--- src/rtl/adain_pkg.sv ---
// Shared AdaIN constants and the normalized-word type passed from the variance
// normalizer to the rsqrt lookup stage.
package adain_pkg;

    localparam int unsigned ADAIN_VAR_W  = 16;
    localparam int unsigned ADAIN_MANT_W = 8;
    localparam int unsigned ADAIN_EXP_W  = $clog2(ADAIN_VAR_W);

    typedef struct packed {
        logic [ADAIN_MANT_W-1:0] mant;
        logic [ADAIN_EXP_W-1:0]  exp;
        logic                    zero;
    } adain_norm_t;

endpackage

--- src/rtl/priority_encoder_lin.sv ---
// Linear leading-one encoder: index of the highest set bit, 0 for an all-zero word.
module priority_encoder_lin #(
    parameter int unsigned WIDTH = 16,
    localparam int unsigned IDX_W = $clog2(WIDTH)
) (
    input  logic [WIDTH-1:0] in_vec,
    output logic [IDX_W-1:0] idx
);

    always_comb begin
        idx = '0;
        for (int unsigned i = 0; i < WIDTH; i++) begin
            if (in_vec[i]) begin
                idx = IDX_W'(i);
            end
        end
    end

endmodule

--- src/rtl/adain_var_normalizer.sv ---
// Two-stage valid/ready normalizer: variance word -> (mantissa, exponent, odd, zero).
// Optional half-up rounding of the mantissa when NORM_ROUND_EN is defined.
module adain_var_normalizer
    import adain_pkg::*;
#(
    parameter int unsigned IN_W   = ADAIN_VAR_W,
    parameter int unsigned MANT_W = ADAIN_MANT_W,
    localparam int unsigned EXP_W = $clog2(IN_W)
) (
    input  logic              clk,
    input  logic              rst_n,
    input  logic              s_valid,
    output logic              s_ready,
    input  logic [IN_W-1:0]   s_data,
    output logic              m_valid,
    input  logic              m_ready,
    output logic [MANT_W-1:0] m_mant,
    output logic [EXP_W-1:0]  m_exp,
    output logic              m_odd,
    output logic              m_zero
);

    logic              v1_q, v1_d;
    logic [IN_W-1:0]   d1_q, d1_d;
    logic [EXP_W-1:0]  exp1_q, exp1_d;
    logic              zero1_q, zero1_d;
    logic              v2_q, v2_d;
    logic [MANT_W-1:0] mant_q, mant_d;
    logic [EXP_W-1:0]  exp_q, exp_d;
    logic              zero_q, zero_d;

    logic              adv1;
    logic [EXP_W-1:0]  enc_idx;
    logic [EXP_W-1:0]  shamt;
    logic [IN_W-1:0]   norm;
    logic [MANT_W-1:0] mant_trunc;
    logic [MANT_W-1:0] mant_rnd;

    assign adv1    = ~v2_q | m_ready;
    assign s_ready = ~v1_q | adv1;

    priority_encoder_lin #(.WIDTH(IN_W)) u_penc (
        .in_vec (s_data),
        .idx    (enc_idx)
    );

    // IN_W is a power of two, so IN_W-1 fits in EXP_W bits and the shift never overflows.
    assign shamt = EXP_W'(IN_W - 1) - exp1_q;
    assign norm  = d1_q << shamt;

    generate
        if (MANT_W < IN_W) begin : g_split
            logic [IN_W-MANT_W-1:0] tail_unused;
            assign {mant_trunc, tail_unused} = norm;
`ifdef NORM_ROUND_EN
            assign mant_rnd = (tail_unused[IN_W-MANT_W-1] && !(&mant_trunc))
                            ? mant_trunc + MANT_W'(1) : mant_trunc;
`else
            assign mant_rnd = mant_trunc;
`endif
        end else begin : g_full
            assign mant_trunc = norm;
            assign mant_rnd   = mant_trunc;
        end
    endgenerate

    always_comb begin
        v1_d    = v1_q;
        d1_d    = d1_q;
        exp1_d  = exp1_q;
        zero1_d = zero1_q;
        v2_d    = v2_q;
        mant_d  = mant_q;
        exp_d   = exp_q;
        zero_d  = zero_q;

        if (s_ready) begin
            v1_d = s_valid;
            if (s_valid) begin
                d1_d    = s_data;
                exp1_d  = enc_idx;
                zero1_d = (s_data == '0);
            end
        end

        if (adv1) begin
            v2_d = v1_q;
            if (v1_q) begin
                mant_d = zero1_q ? '0 : mant_rnd;
                exp_d  = zero1_q ? '0 : exp1_q;
                zero_d = zero1_q;
            end
        end
    end

    always_ff @(posedge clk or negedge rst_n) begin
        if (!rst_n) begin
            v1_q    <= 1'b0;
            d1_q    <= '0;
            exp1_q  <= '0;
            zero1_q <= 1'b0;
            v2_q    <= 1'b0;
            mant_q  <= '0;
            exp_q   <= '0;
            zero_q  <= 1'b0;
        end else begin
            v1_q    <= v1_d;
            d1_q    <= d1_d;
            exp1_q  <= exp1_d;
            zero1_q <= zero1_d;
            v2_q    <= v2_d;
            mant_q  <= mant_d;
            exp_q   <= exp_d;
            zero_q  <= zero_d;
        end
    end

    assign m_valid = v2_q;
    assign m_mant  = mant_q;
    assign m_exp   = exp_q;
    assign m_odd   = exp_q[0];
    assign m_zero  = zero_q;

endmodule
--- config.mk ---
export PLATFORM = sky130hd
export DESIGN_NAME = adain_var_normalizer
export DESIGN_NICKNAME = d
export VERILOG_FILES = /design/src/rtl/adain_pkg.sv /design/src/rtl/priority_encoder_lin.sv /design/src/rtl/adain_var_normalizer.sv
export SDC_FILE = /design/constraint.sdc
export NUM_CORES = 1
export LEC_CHECK = 0
export CORE_ASPECT_RATIO = 1.4
export CORE_MARGIN = 2
export CORE_UTILIZATION = 40
export CTS_CLUSTER_DIAMETER = 150
export DETAILED_ROUTE_END_ITERATION = 7
export GPL_TIMING_DRIVEN = 0
export MAX_ROUTING_LAYER = met4
export SLEW_MARGIN = 25
export SYNTH_ARGS = -nofsm -noshare
export SYNTH_HDL_FRONTEND = slang
export SYNTH_HIERARCHICAL = 1
export SYNTH_SLANG_ARGS = --single-unit
--- constraint.sdc ---
create_clock -name clk -period 2.15 [get_ports clk]
set_input_delay 0.43 -clock clk [delete_from_list [all_inputs] [get_ports clk]]
set_output_delay 0.43 -clock clk [all_outputs]
set_load 0.01 [all_outputs]
==> results of run 1 <==
routing by layer:
layer,global-route usage (%),up-vias
li1,-,777
met1,20.16,783
met2,36.74,46
met3,3.690,5
met4,5.222,0
met5,-,-
power by group through the flow:
stage | combinational, W | sequential (W) | clock (W)
after floorplan | 0.000384 | 0.000900 | 0
after global placement | 0.000686 | 0.000889 | 0
after detailed placement | 0.000696 | 0.000897 | 0
after CTS | 0.000699 | 0.000884 | 0.000461
after global routing | 0.000753 | 0.000897 | 0.000491
final | 0.000692 | 0.000882 | 0.000450
flip-flops by register name, summed over array words and instances, names as in the netlist:
register,count
v1_q,1
m_exp,4
m_zero,1
d1_q,16
m_valid,1
zero1_q,1
exp1_q,4
m_mant,8
worst paths after layout:
| path | startpoint | end | slack, ps | depth (start not counted) |
|---|---|---|---|---|
| min in group clk | m_exp[3] | m_exp[3] | 480 | 2 |
| min reg2reg | m_exp[3] | m_exp[3] | 480 | 2 |
| max reg2reg | exp1_q[1] | m_mant[4] | 310 | 6 |
| max in group asynchronous | rst_n | exp1_q[3] | 1660 | 2 |
| min | rst_n | d1_q[4] | 50 | 1 |
| max | m_ready | s_ready | 120 | 3 |
worst reg2reg max path, stage by stage, from the launching register on:
cell     delay [ps]
dfrtp_1         400
buf_6           160
mux2_4          300
a22o_1          230
a21oi_1         230
o21ai_1         110
a221o_1         320
area by class of cell:
class | instances | area share [%]
tap | 64 | 3.098
multi-input combinational | 135 | 41.97
clock inverter | 1 | 0.1936
timing repair buffer | 36 | 14.42
inverter | 2 | 0.2904
clock buffer | 6 | 2.807
sequential | 36 | 34.85
buffer | 11 | 2.372
through the flow:
stage | std cells | power, W | hold WS [ps] | setup slack (ps) | utilization (%)
global route | 291 | 0.002142 | 54.55 | 88.01 | 52.57
CTS | 291 | 0.002044 | 52.20 | 113.4 | 52.57
global placement | 283 | 0.001575 | 462.9 | -139.1 | 50.53
finish | 291 | 0.002023 | 51.49 | 123.9 | 52.57
detailed placement | 284 | 0.001593 | 358.0 | -98.68 | 50.99
floorplan | 184 | 0.001284 | 134.4 | 471.4 | -
kinds of logic after synthesis:
logic type,Yosys count
flip-flops,36
AO/OA/AOI/OAI,31
multiplexers,40
AND/OR/NAND/NOR,64
buffers and inverters,13
cells in the final DEF (no fill, tap or decap), types with 4 or more instances in the layout:
master and count:
a21oi_1 4, buf_2 5, clkbuf_1 4, clkbuf_8 5
clkdlybuf4s50_1 34, dfrtp_1 36, mux2_2 22, mux2i_1 8
mux4_2 7, nand2_1 22, nand2b_1 8, nand3_1 4
nor2_1 12, nor2b_1 5, nor4_1 6, o21ai_0 6
==> results.py, run 1 <==
metrics = {
    "run_status": {
        "run_status": "complete, no violations",
    },
    "grt": {
        "grt_overflow": 0,
        "grt_first_pass_wirelength_um": 8135,
        "grt_util_all_layers_pct": 19.28,
        "antenna_found_initial": 0,
        "first_global_vias": 1720,
        "maximum_number_of_pins_on_one_net_before_global_route_repair": 25,
    },
    "synthesis": {
        "synth.mux.area_fraction_pct": 26.92,
        "syn-cell-area_um2": 2054,
        "synth_area_leaders": "dfrtp_1 (44%), mux2_2 (12%), mux4_2 (7.7%), nand2_1 (4.0%), mux2i_1 (3.9%)",
        "synth.top_cells.by_count": "dfrtp_1 (36), mux2_2 (22), nand2_1 (22)",
        "synth.largest_area_cell": "dfrtp_1",
        "post-synth-top-count-cell": "dfrtp_1",
        "yosys.cell_types.count": 40,
        "synth.net_count": 204,
        "postSynth.topFlopCell": "dfrtp_1",
        "synth_async_sr_flop_share_pct": 100.0,
        "yosys_warnings": 6,
        "synth_top_family_by_area": "multiplexers",
        "yosys.area_share.xor_xnor_pct": 0,
        "post_synth_fa_ha_maj_area_fraction_pct": 0,
        "synth_compound_area_share_pct": 10.60,
        "yosysSeqAreaShare_pct": 43.85,
        "synthesis.area_per_instance_um2": 11.17,
        "yosys.area_share.simple_pct": 15.29,
        "postSynthCellCount": 184,
        "synth-seq-cells": 36,
        "synth_top_area_share_pct": 43.85,
        "synth_enable_flop_cells": 0,
    },
    "cts": {
        "worst_skew_pair.late_latency_ps": 290,
        "clock_transition_time_at_the_flip_flop_clock_pins_of_the_worst_setup_and_hold_paths_ps": 70,
        "ctsLongestPathBuffers": 2,
        "root_buffer": "clkbuf_8",
        "number_of_resized_instances_in_the_post_cts_repair_step": 0,
        "ctsHtreeMaxLevel": 2,
        "postCtsHoldBufs": 0,
        "cts_tree": "yes",
        "cts.sinks": 36,
        "post_cts_buffers": 0,
        "cts-buffers-inserted": 5,
    },
    "place": {
        "placed_cell_area_um2": 2507,
        "detailed_place_hpwl_um": 3904,
        "place.gp.congestion": 0.8196,
        "buffer_ports.inserted": 35,
    },
    "setup_path": {
        "worst_setup_path_end_kind": "output pin",
        "cp_data_required_time_ps": 1720,
        "critical_path.slowest_cell": "clkdlybuf4s50_1",
        "timing.critical_path.max_delay_family": "buffers and inverters",
        "slowest_cell_delay_on_critical_path_ps": 550,
        "start_kind": "input port",
        "critPathArrivalTime_ps": 1600,
        "critical_path_class": "in -> out",
        "critPathMostFrequentCell": "clkdlybuf4s50_1",
        "crit_path_max_fanout": 3,
        "cp_cell_sequence": "clkdlybuf4s50_1 > nand3b_1 > clkdlybuf4s50_1",
        "cp.buffers_inverters": 2,
    },
    "routing": {
        "vias_per_cell": 5.536,
        "post-route-drc-count": 0,
        "routedLengthMet1_um": 1891,
        "drt_first_pass_iters": 4,
        "met2_wirelength_um": 2772,
        "antenna_left": 0,
        "dr_wl_met3_um": 184,
        "postRouteWirelength_um": 4892,
        "drt_iter0_markers": 102,
        "routed_wire_length_per_instance_um": 16.81,
        "top_signal_layer_used": "met4",
        "dr_total_vias": 1611,
    },
    "timing": {
        "final.period_utilization_pct": 94.24,
        "setup_tns_ps": 0,
        "clock-skew-final_ps": 6.465,
        "timing_worst_slew_pin_value_ps": 558.1,
        "slew_headroom_pct": 62.79,
        "final-setup-viol-count": 0,
        "post-route-min-period_ps": 2026,
        "rsz0062_at_grt": "false",
        "finalMaxSlewViolations": 0,
        "finalHoldViolCount": 0,
        "clock.fmax_mhz": 493.6,
    },
    "floorplanning": {
        "fp-row-count": 30,
        "design.portCount": 36,
        "die_width_um": 64.57,
        "die_height_um": 88.80,
        "placeableCoreArea_um2": 4917,
        "initial_core_util_pct": 41.78,
        "die_area_um2": 5733,
    },
    "worst_hold_path": {
        "hold_path.class": "in -> async",
    },
    "power": {
        "power.switching_w": 0.0006121,
        "power.clock.fraction_pct": 22.2,
        "peakVddDrop_v": 0.0003634,
        "power.density_cell_area_nw_per_um2": 782.7,
        "power.combinational.fraction_pct": 34.2,
        "power.switching_fraction_pct": 30.25,
        "leakage_nw": 1.077,
        "intPower_w": 0.001411,
        "relative_contribution_of_sequential_cells_to_total_power_pct": 43.6,
    },
    "layout": {
        "n_fill_cell": 442,
        "sequential_cell_area_um2": 900.9,
        "post_route_cell_area_um2": 2585,
        "area.growth.synth_to_final_pct": 25.82,
        "layout-drive-gt1-share_pct": 19.82,
        "area_of_the_multi_input_gates_um2": 1085,
        "antenna_cells": 0,
        "finalNetCount": 247,
    },
    "job": {
        "cap_viol_max_count": 0,
    },
}
Power figures use the tool's default switching activity.
==> run 2: changes to the inputs <==
CAP_MARGIN = 20   (was default)
==> results of run 2 <==
Final layout, timing and power as in run 1 (identical DEF).
==> run 3: changes to the inputs <==
CELL_PAD_IN_SITES_DETAIL_PLACEMENT = 0   (was default)
CELL_PAD_IN_SITES_GLOBAL_PLACEMENT = 2   (was default)
CORE_UTILIZATION = 34   (was 40)
PLACE_DENSITY_LB_ADDON = 0.1   (was default)
clock period = 2.1 ns   (was 2.15 ns; I/O delays follow)
==> run 3 against run 2 <==
Compared with the run above: clock-buffer cell count unchanged; die area increased by 17%; combinational power increased by 3%; highest routed layer unchanged; flip-flop and latch count unchanged; first-iteration DRC count increased by 16%; largest cell class unchanged; critical endpoint unchanged; total power increased by 5.5%.
==> results.py, run 3 (same netlist as run 1, synthesis figures left out) <==
metrics = {
    "timing": {
        "post-route-min-period_ps": 2006,
        "rsz0062_at_grt": "false",
        "finalMaxSlewViolations": 0,
        "final.period_utilization_pct": 95.54,
        "clock-skew-final_ps": 3.133,
        "timing_worst_slew_pin_value_ps": 551.8,
        "clock.fmax_mhz": 498.4,
        "slew_headroom_pct": 63.21,
        "final-setup-viol-count": 0,
        "finalHoldViolCount": 0,
    },
    "layout": {
        "most_frequent_cells_in_the_layout": "dfrtp_1 (36), clkdlybuf4s50_1 (34), nand2_1 (22), mux2_2 (22), nor2_1 (12)",
        "regMostFlops": "d1_q",
        "mostFrequentLayoutCell": "dfrtp_1",
        "max_ffs_per_register": 16,
        "n_fill_cell": 565,
        "post_route_cell_area_um2": 2608,
        "finalNetCount": 247,
        "sequential_cell_area_um2": 900.9,
        "area.growth.synth_to_final_pct": 26.92,
        "antenna_cells": 0,
        "area_of_the_multi_input_gates_um2": 1085,
        "postLayoutCoreUtil_pct": 44.47,
        "layout-drive-gt1-share_pct": 20.61,
    },
    "setup_path": {
        "critical_path.slowest_cell": "clkdlybuf4s50_1",
        "critical_path_class": "in -> out",
        "crit_path_max_fanout": 3,
        "rrSetupSlack_ps": 240,
        "cp.buffers_inverters": 2,
        "worst_r2r_startpoint": "d1_q[1]",
        "worst_setup_path_end_kind": "output pin",
        "start_kind": "input port",
        "crit_path_start": "m_ready",
        "ff2ff_path_depth": 5,
        "critPathMostFrequentCell": "clkdlybuf4s50_1",
        "critical_path.reg2reg.endpoint": "m_mant[7]",
        "critPathArrivalTime_ps": 1590,
        "cp_cell_sequence": "clkdlybuf4s50_1 > nand3b_1 > clkdlybuf4s50_1",
        "cp_data_required_time_ps": 1680,
        "slowest_cell_delay_on_critical_path_ps": 550,
        "timing.critical_path.max_delay_family": "buffers and inverters",
    },
    "power": {
        "leakage_nw": 1.087,
        "finalPower_w": 0.002134,
        "power.density_cell_area_nw_per_um2": 818.5,
        "peakVddDrop_v": 0.0002647,
    },
    "run_status": {
        "run_status": "complete, no violations",
    },
    "floorplanning": {
        "initial_core_util_pct": 35.04,
        "die_area_um2": 6689,
        "placeableCoreArea_um2": 5863,
        "fp-row-count": 33,
        "design.portCount": 36,
        "die_height_um": 95.98,
        "die_width_um": 69.70,
    },
    "place": {
        "buffer_ports.inserted": 35,
        "place.gp.congestion": 0.7976,
        "placed_cell_area_um2": 2515,
        "detailed_place_hpwl_um": 4113,
    },
    "job": {
        "cap_viol_max_count": 0,
    },
    "cts": {
        "ctsHtreeMaxLevel": 2,
        "postCtsHoldBufs": 0,
        "root_buffer": "clkbuf_8",
        "clock_transition_time_at_the_flip_flop_clock_pins_of_the_worst_setup_and_hold_paths_ps": 70,
        "post_cts_buffers": 0,
        "cts_tree": "yes",
        "ctsLongestPathBuffers": 2,
        "number_of_resized_instances_in_the_post_cts_repair_step": 0,
        "cts-buffers-inserted": 5,
        "worst_skew_pair.late_latency_ps": 290,
        "cts.sinks": 36,
    },
    "routing": {
        "antenna_left": 0,
        "post-route-drc-count": 0,
        "vias_per_cell": 5.436,
        "drt_iter0_markers": 118,
        "postRouteWirelength_um": 5133,
        "routed_wire_length_per_instance_um": 17.22,
        "dr_total_vias": 1620,
        "drt_first_pass_iters": 6,
    },
    "grt": {
        "grt_util_all_layers_pct": 16.89,
        "grt_first_pass_wirelength_um": 8355,
        "maximum_number_of_pins_on_one_net_before_global_route_repair": 23,
        "first_global_vias": 1654,
        "antenna_found_initial": 0,
        "grt_overflow": 0,
    },
    "worst_hold_path": {
        "hold_path.class": "in -> async",
    },
}
[run 3: cell types whose count changed in the layout (fill, tap and decap cells not counted)]
cell,before,now
clkbuf_1,4,3
clkbuf_8,5,6
clkinv_2,1,2
[run 3: metrics by stage]
step	TNS [ps]	setup WS, ps	hold WS (ps)	std cells
after CTS	0	87.94	47.04	298
after global routing	0	48.45	63.23	298
after global placement	-6330	-165.1	461.3	289
after floorplan	0	421.4	124.4	184
after detailed placement	-813.9	-111.8	366.2	290
final	0	93.67	44.04	298
[run 3: worst max path at each step]
stage | to | cells after the start | slack (ps)
after floorplan | m_mant[4] | 6 | 420
after detailed placement | exp1_q[1] | 5 | -110
after CTS | s_ready | 3 | 90
after global routing | m_mant[5] | 7 | 50
after global placement | d1_q[15] | 1 | -170
final | s_ready | 3 | 90
[run 3: layer usage]
layer / global-route usage [%] / up-vias / part of all wire, %
met5: - / - / 0
li1: - / 773 / -
met3: 2.723 / 15 / 3.2
met2: 30.29 / 43 / 54
met1: 18.24 / 789 / 39
met4: 8.494 / 0 / 3.6
[run 3: final cells by class]
type / count / share of cell area [%]
clock buffers: 6 / 3.167
inverters: 2 / 0.2879
well taps: 70 / 3.359
plain buffers: 11 / 2.351
repair buffers: 36 / 14.30
clock inverters: 2 / 0.3839
flip-flops and latches: 36 / 34.55
multi-input cells: 135 / 41.60
[run 3: where the power goes]
group	leakage, nW	switching [W]	internal, W
registers	0.419	0.0000914	0.000811
clock network	0.0510	0.000260	0.000262
logic	0.617	0.000302	0.000408
